File: src/rtl/fet_segdriver_pmos_ctrl.sv
// fet_segdriver_pmos_ctrl: segmented high-side PMOS gate sequencer (clk, rst, en, pwm, ls_off, ocp, seg_cnt, dead_cyc, step_cyc -> gate_n active-low per segment, hs_on, fault)
module fet_segdriver_pmos_ctrl #(
  parameter int N_SEG = 8,
  parameter int DT_W = 4,
  parameter int STEP_W = 3,
  localparam int CW = $clog2(N_SEG + 1)
) (
  input  logic              clk,
  input  logic              rst,
  input  logic              en,
  input  logic              pwm,
  input  logic              ls_off,
  input  logic              ocp,
  input  logic [CW-1:0]     seg_cnt,
  input  logic [DT_W-1:0]   dead_cyc,
  input  logic [STEP_W-1:0] step_cyc,
  output logic [N_SEG-1:0]  gate_n,
  output logic              hs_on,
  output logic              fault
);
  typedef enum logic [2:0] {OFF, DEAD, RAMP, ON, FLT} state_t;
  state_t state, state_n;
  logic [DT_W-1:0] dcnt, dcnt_n;
  logic [STEP_W-1:0] scnt, scnt_n;
  logic [CW-1:0] nseg, nseg_n, seg_tgt, tgt_n, seg_clamp;
  logic [N_SEG-1:0] gate_n_n, on_gate;
  logic hs_on_n, fault_n, stop;
  assign seg_clamp = seg_cnt == '0 ? CW'(1) : seg_cnt > CW'(N_SEG) ? CW'(N_SEG) : seg_cnt;
  assign on_gate = ~({N_SEG{1'b1}} >> (CW'(N_SEG) - seg_tgt));
  assign stop = !en || !pwm;
  always_comb begin
    state_n = state;
    dcnt_n = dcnt;
    scnt_n = scnt;
    nseg_n = nseg;
    tgt_n = seg_tgt;
    gate_n_n = '1;
    hs_on_n = 1'b0;
    fault_n = 1'b0;
    if (ocp && state != FLT) begin
      state_n = FLT;
      fault_n = 1'b1;
    end else begin
      case (state)
        OFF:
          if (en && pwm) begin
            state_n = DEAD;
            dcnt_n = dead_cyc;
            tgt_n = seg_clamp;
          end
        DEAD:
          if (stop) state_n = OFF;
          else if (!ls_off) dcnt_n = dead_cyc;
          else if (dcnt == '0) begin
            state_n = RAMP;
            gate_n_n = {N_SEG{1'b1}} << 1;
            scnt_n = step_cyc;
            nseg_n = CW'(1);
          end else dcnt_n = dcnt - 1'b1;
        RAMP:
          if (stop) state_n = OFF;
          else if (nseg == seg_tgt) begin
            state_n = ON;
            gate_n_n = gate_n;
            hs_on_n = 1'b1;
          end else if (scnt == '0) begin
            gate_n_n = gate_n & ~(N_SEG'(1) << nseg);
            nseg_n = nseg + 1'b1;
            scnt_n = step_cyc;
          end else begin
            gate_n_n = gate_n;
            scnt_n = scnt - 1'b1;
          end
        ON:
          if (stop) state_n = OFF;
          else begin
            gate_n_n = on_gate;
            hs_on_n = 1'b1;
          end
        FLT:
          if (!en) state_n = OFF;
          else fault_n = 1'b1;
        default: state_n = OFF;
      endcase
    end
  end
  always_ff @(posedge clk or posedge rst) begin
    if (rst) begin
      state <= OFF;
      dcnt <= '0;
      scnt <= '0;
      nseg <= '0;
      seg_tgt <= CW'(1);
      gate_n <= '1;
      hs_on <= 1'b0;
      fault <= 1'b0;
    end else begin
      state <= state_n;
      dcnt <= dcnt_n;
      scnt <= scnt_n;
      nseg <= nseg_n;
      seg_tgt <= tgt_n;
      gate_n <= gate_n_n;
      hs_on <= hs_on_n;
      fault <= fault_n;
    end
  end
endmodule
File: config.mk
export PLATFORM = sky130hd
export DESIGN_NAME = fet_segdriver_pmos_ctrl
export DESIGN_NICKNAME = d
export VERILOG_FILES = /design/src/rtl/fet_segdriver_pmos_ctrl.sv
export SDC_FILE = /design/constraint.sdc
export NUM_CORES = 1
export LEC_CHECK = 0
export BUFFER_PORTS_ARGS = -buffer_cell sky130_fd_sc_hd__buf_2
export CORE_UTILIZATION = 61
export DETAILED_ROUTE_END_ITERATION = 10
export GPL_TIMING_DRIVEN = 0
export PLACE_DENSITY = 0.84
export SYNTH_ARGS = -nofsm -noshare
export SYNTH_HDL_FRONTEND = slang
export SYNTH_SLANG_ARGS = --single-unit
File: constraint.sdc
create_clock -name clk -period 4.4 [get_ports clk]
set_input_delay 0.66 -clock clk [delete_from_list [all_inputs] [get_ports clk]]
set_output_delay 0.66 -clock clk [all_outputs]
set_load 0.02 [all_outputs]
==> results of run 1 <==
==> power by group <==
group,internal (mW),switching (mW)
clock network,0.0923,0.0826
registers,0.279,0.0213
logic,0.0558,0.0833
==> kinds of logic (layout without fill, tap and decap cells) <==
family	after synthesis	after routing	synth area share
AOI/OAI and AO/OA	60	60	0.225
and+or+nand+nor	53	53	0.171
DFF	28	28	0.371
buffers and inverters	28	58	0.0600
adders and majority gates	12	12	0.0782
muxes	12	12	0.0671
xor gates and xnor gates	6	6	0.0274
==> metal layers <==
metal / GRT usage / vias up / wire (µm)
li1: - / 779 / -
met1: 0.346 / 790 / 1920
met2: 0.484 / 48 / 2150
met3: 0.0268 / 13 / 136
met4: 0.143 / 0 / 119
met5: 0 / - / 0
==> registers in the layout (all words and copies together) (netlist names) <==
| signal | count |
|---|---|
| fault | 1 |
| scnt | 3 |
| dcnt | 4 |
| nseg | 4 |
| state | 3 |
| seg_tgt | 4 |
| gate_n | 8 |
| hs_on | 1 |
==> placed cells by master (no fill, tap or decap), types with 2 or more instances in the layout <==
cell type | synthesis | final
buf_2 | 2 | 28
inv_1 | 20 | 20
a21oi_1 | 19 | 19
dfrtp_1 | 19 | 19
ha_1 | 12 | 12
nand2_1 | 11 | 11
nor2_1 | 11 | 11
dfstp_2 | 9 | 9
o21ai_0 | 7 | 7
a31oi_1 | 6 | 6
nand2b_1 | 5 | 5
xor2_1 | 5 | 5
o211ai_1 | 5 | 5
mux2i_1 | 5 | 5
o31ai_1 | 4 | 4
mux2_2 | 4 | 4
o21ai_1 | 3 | 3
nor3b_1 | 3 | 3
o221ai_1 | 3 | 3
mux2_1 | 3 | 3
clkbuf_4 | 0 | 3
buf_4 | 2 | 2
clkbuf_1 | 2 | 2
and2_1 | 2 | 2
nor3_1 | 2 | 2
nand4bb_1 | 2 | 2
nand3_1 | 2 | 2
and3_1 | 2 | 2
a22oi_1 | 2 | 2
==> cell usage after synthesis, types with 3 or more instances <==
cell type   n  share of area
mux2i_1     5          0.026
ha_1       12          0.078
o21ai_0     7          0.018
dfstp_2     9           0.12
dfrtp_1    19           0.25
o211ai_1    5          0.020
o221ai_1    3          0.014
nand2_1    11          0.022
o31ai_1     4          0.016
mux2_1      3          0.018
o21ai_1     3         0.0078
inv_1      20          0.039
nand2b_1    5          0.016
xor2_1      5          0.023
a21oi_1    19          0.050
a31oi_1     6          0.020
nor2_1     11          0.022
nor3b_1     3          0.012
mux2_2      4          0.023
==> through the flow <==
| step | setup WS (ns) | hold slack, ns | cell area (µm²) | utilization |
|---|---|---|---|---|
| final | 2.33 | 0.485 | 2150 | 0.749 |
| after global routing | 2.28 | 0.477 | 2150 | 0.749 |
| after CTS | 2.34 | 0.471 | 2150 | 0.749 |
| after detailed placement | 2.30 | 0.467 | 2100 | 0.731 |
| after global placement | 2.35 | 0.457 | 2100 | 0.731 |
| after floorplan | 2.56 | 0.464 | 1920 | - |
==> final timing paths <==
path	from	end	slack, ns	cells after the start
worst max-delay path	state[1]	nseg[2]	2.33	5
worst min-delay path	seg_cnt[3]	seg_tgt[0]	0.49	2
worst max register to register	state[1]	nseg[2]	2.33	5
worst min register to register	gate_n[4]	gate_n[4]	0.49	2
max in group asynchronous	rst	nseg[2]	3.23	2
min in group asynchronous	rst	dcnt[2]	0.53	2
==> final cells by class <==
class,instances,area (µm²)
plain buffers,7,36.3
clock buffers,3,22.5
clock inverters,1,30.0
fillers,202,722
inverters,21,78.8
multi-input cells,143,1090
flip-flops and latches,28,712
well taps,42,52.6
repair buffers,26,130
==> flow_summary_export.csv, run 1 <==
group,metric,value,unit
timing,worst_pin_slew,1.04,ns
grt,grt_pass1_vias,1634,
layout,fin_nets,259,
worst_setup_path,critPathKind,"register to register",
outcome,status,"completed",
grt,antenna_found_initial,0,
cts,post_cts_buffers,0,
yosys,synth_warnings,0,
yosys,synthFlopType,"dfrtp_1",
layout,drive_above_1_share,0.249,
worst_setup_path,cp_cell_sequence,"buf_4, nor3b_2, a32oi_2, a211oi_4, mux2_1",
grt,grt_max_degree,29,
worst_setup_path,max_stage_delay,0.51,ns
placement,dp.cells,267,
job,drv_cap,0,
worst_setup_path,worstSetupEndpointType,"register",
cts,cts_sinks,28,
power_and_ir_drop,p_total,0.615,mW
floorplanning,start_util,0.667,
drt,ant_nets,0,
worst_setup_path,cp_data_required_time,4.64,ns
timing,hold_viol,0,
drt,avgRoutedWirePerCell,15.9,µm
grt,grt_pass1_wl,7.18,mm
yosys,seq_area_frac_synth,0.371,
timing,max_freq,0.483,GHz
drt,wirelength,4.32,mm
cts,clock_latency,0.35,ns
yosys,syn_area,0.00192,mm²
drt,vias,1630,
power_and_ir_drop,power_density,285,mW/mm²
yosys,synth-edff-count,0,
placement,globalplace.congestion,0.904,
drt,avgViaCountPerCell,6.01,
drt,drtPass1Iterations,4,
cts,cts.path.max_buffers,2,
cts,h-tree-depth,1,
cts,cts_hold_buf,0,
placement,io_buffers,26,
worst_setup_path,path_delay_family,"compound AO/OA/AOI/OAI gates",
yosys,async_reset_ff_frac,1.00,
cts,path_clk_slew,0.16,ns
layout,syn_to_final_growth,12.3,%
grt,grt.overflow.total,0,
floorplanning,core_region_area,0.00288,mm²
worst_setup_path,crit_arrival,2.31,ns
drt,drt_iter0_markers,109,
floorplanning,die_y,58.1,µm
power_and_ir_drop,peakVddDrop,0.000224,V
timing,relSlewSlack,0.304,
timing,slew_violations,0,
yosys,synthDistinctLibCells,55,
layout,antennaDiodeCount,0,
layout,final_cells,271,
yosys,syn_nets,228,
yosys,syn_inst,199,
floorplanning,ios,27,
cts,cts_root_buf,"clkbuf_4",
grt,grt.total_usage,0.280,
timing,rsz0062_at_grt,"no",
drt,post-route-drc-count,0,
worst_setup_path,crit_slowest_cell,"nor3b_2",
worst_setup_path,worstPathMaxFanout,10,
cts,cts_buffers,3,
yosys,avgSynthCellArea,9.64,µm²
worst_setup_path,path_buf_inv,1,
floorplanning,rows,19,
cts,cts_tree,"yes",
timing,tns,0,ns
power_and_ir_drop,p_leak,0.989,nW
floorplanning,die_width,58.1,µm
timing,period_minus_slack,2.07,ns
cts,cts_resized,0,
floorplanning,die_area,0.00338,mm²
yosys,ys_seq_elements,28,
timing,skew,0.0125,ns
worst_setup_path,worst_setup_path_start_kind,"register",
timing,min_period_over_period,0.471,
min_path,hold_class,"primary input to register",
timing,setup-violations-final,0,
placement,dp_hpwl,3.19,mm
(Power assumes the default switching activity.)
==> run 2, diff against run 1 <==
--- a/config.mk
+++ b/config.mk
@@ -6,10 +6,10 @@
 export NUM_CORES = 1
 export LEC_CHECK = 0
 export BUFFER_PORTS_ARGS = -buffer_cell sky130_fd_sc_hd__buf_2
-export CORE_UTILIZATION = 61
+export CORE_UTILIZATION = 52
 export DETAILED_ROUTE_END_ITERATION = 10
 export GPL_TIMING_DRIVEN = 0
-export PLACE_DENSITY = 0.84
+export PLACE_DENSITY = 0.76
 export SYNTH_ARGS = -nofsm -noshare
 export SYNTH_HDL_FRONTEND = slang
 export SYNTH_SLANG_ARGS = --single-unit
==> constraint.sdc (replaced) <==
create_clock -name clk -period 1.7 [get_ports clk]
set_input_delay 0.255 -clock clk [delete_from_list [all_inputs] [get_ports clk]]
set_output_delay 0.255 -clock clk [all_outputs]
set_load 0.02 [all_outputs]
==> run 2 against run 1 <==
The run now ends with negative setup slack left. Cell count rose by 11%. Clock skew shrank 0.010 ns. Global-route usage fell by 5.8 points. Register-to-register slack worse by 2.4 ns. Worst setup slack got worse by 2.4 ns. Routed wire length grew 0.81%. Hold slack worse by 0.32 ns. Critical path depth increased by 1. Total power grew to 2.7 times the previous value.
==> flow_summary_export.csv, run 2 (synthesis gave the netlist of run 1 again) <==
group,metric,value,unit
job,drv_cap,0,
power_and_ir_drop,power_density,650,mW/mm²
drt,vias,1647,
worst_setup_path,cp_data_required_time,1.86,ns
timing,max_freq,0.558,GHz
drt,avgViaCountPerCell,5.47,
timing,rsz0062_at_grt,"yes",
grt,grt_pass1_wl,6.97,mm
min_path,hold_depth,2,
layout,fillers,229,
worst_setup_path,crit_slowest_cell,"dfrtp_1",
timing,min_period_over_period,1.05,
drt,avgRoutedWirePerCell,14.5,µm
timing,skew,0.00247,ns
timing,relSlewSlack,0.299,
layout,largest_reg_flops,8,
drt,drt_iter0_markers,80,
drt,post-route-drc-count,0,
grt,grt.total_usage,0.222,
layout,post-route-util,0.740,
layout,most-common-layout-cells,"buf_2 (27), buf_4 (26), inv_1 (20)",
timing,setup-violations-final,9,
worst_setup_path,worstSetupEndpointType,"register",
power_and_ir_drop,peakVddDrop,0.000730,V
worst_setup_path,rr_worst_depth,6,
power_and_ir_drop,p_leak,1.15,nW
grt,grt_pass1_vias,1522,
layout,final_cells,301,
layout,syn_to_final_growth,32.7,%
floorplanning,core_region_area,0.00344,mm²
layout,antennaDiodeCount,0,
floorplanning,rows,21,
layout,drive_above_1_share,0.416,
cts,cts.path.max_buffers,2,
cts,cts_buffers,3,
timing,finalWorstSetupSlack,-0.0925,ns
floorplanning,start_util,0.558,
drt,drtPass1Iterations,4,
worst_setup_path,path_delay_family,"compound AO/OA/AOI/OAI gates",
drt,ant_nets,0,
worst_setup_path,cp_cell_sequence,"inv_1, ha_2, and4bb_4, a32oi_4, a211oi_4, mux2_4",
placement,dp.cells,271,
placement,dp_hpwl,2.87,mm
layout,final_common_cell,"buf_2",
worst_setup_path,critPathKind,"register to register",
worst_setup_path,max_stage_delay,0.40,ns
cts,cts_tree,"yes",
cts,clock_latency,0.27,ns
worst_setup_path,path_buf_inv,1,
placement,io_buffers,26,
drt,wirelength,4.36,mm
min_path,hold_class,"primary input to register",
cts,cts_root_buf,"clkbuf_8",
layout,regMostFlops,"gate_n",
worst_setup_path,worstPathMaxFanout,3,
outcome,status,"complete, but fails checks",
floorplanning,die_area,0.00394,mm²
layout,fin_nets,285,
cts,h-tree-depth,1,
placement,globalplace.congestion,0.890,
floorplanning,die_width,62.8,µm
worst_setup_path,crit_arrival,1.96,ns
timing,period_minus_slack,1.79,ns
cts,cts_sinks,28,
timing,worst_pin_slew,1.05,ns
grt,antenna_found_initial,0,
timing,hold_viol,0,
outcome,violations,"negative setup slack",
worst_setup_path,worst_setup_path_start_kind,"register",
grt,grt_max_degree,29,
timing,slew_violations,0,
grt,grt.overflow.total,0,
floorplanning,ios,27,
worst_setup_path,crit_cells,6,
cts,path_clk_slew,0.09,ns
floorplanning,die_y,62.8,µm
[run 2: timing repair]
item                                    in CTS  in global routing
endpoints found under the setup margin      19                 23
hold endpoints to repair                     0                  0
pin swaps                                   13                  8
resized for setup                           20                  9
buffers inserted                            19                  8
hold buffers                                 0                  0
gates cloned                                 0                  0
[run 2: final timing paths]
kind	from	end	slack, ns
max in group asynchronous	rst	nseg[2]	0.77
min	seg_cnt[3]	seg_tgt[0]	0.17
max	dcnt[1]	nseg[2]	-0.09
min reg2reg	gate_n[4]	gate_n[4]	0.48
min in group asynchronous	rst	dcnt[1]	0.23
max reg2reg	dcnt[1]	nseg[2]	-0.09
[run 2: area by class of cell]
class                           instances  area (µm²)  share of cell area
Buffer                                  6        47.5              0.0187
Multi-Input combinational cell        143        1260               0.494
Tap cell                               46        57.6              0.0226
Clock buffer                            4        45.0              0.0177
Timing Repair Buffer                   53         345               0.136
Inverter                               21        78.8              0.0309
Sequential cell                        28         714               0.280
[run 2: power by group]
group	leakage, nW	total, mW	switching [mW]	internal, mW
logic	0.803	0.506	0.258	0.248
registers	0.323	0.781	0.0567	0.724
clock network	0.0228	0.370	0.202	0.168
[run 2: metrics by stage]
step	total power, mW	cell area [µm²]	setup TNS (ns)	hold slack (ns)	setup slack (ns)
after floorplan	1.07	1970	-0.146	0.314	-0.0742
after detailed placement	1.16	2160	-1.97	0.455	-0.214
after CTS	1.61	2450	-0.476	0.163	-0.0859
after global routing	1.75	2550	-1.64	0.165	-0.163
final	1.66	2550	-0.509	0.168	-0.0925
after global placement	1.15	2160	-1.78	0.450	-0.205
[run 2: layer usage]
metal / up-vias / global-route usage / wire length, µm
met1: 786 / 0.306 / 2090
li1: 831 / - / -
met2: 26 / 0.368 / 2120
met5: - / 0 / 0
met4: 0 / 0.0349 / 29
met3: 4 / 0.0420 / 121
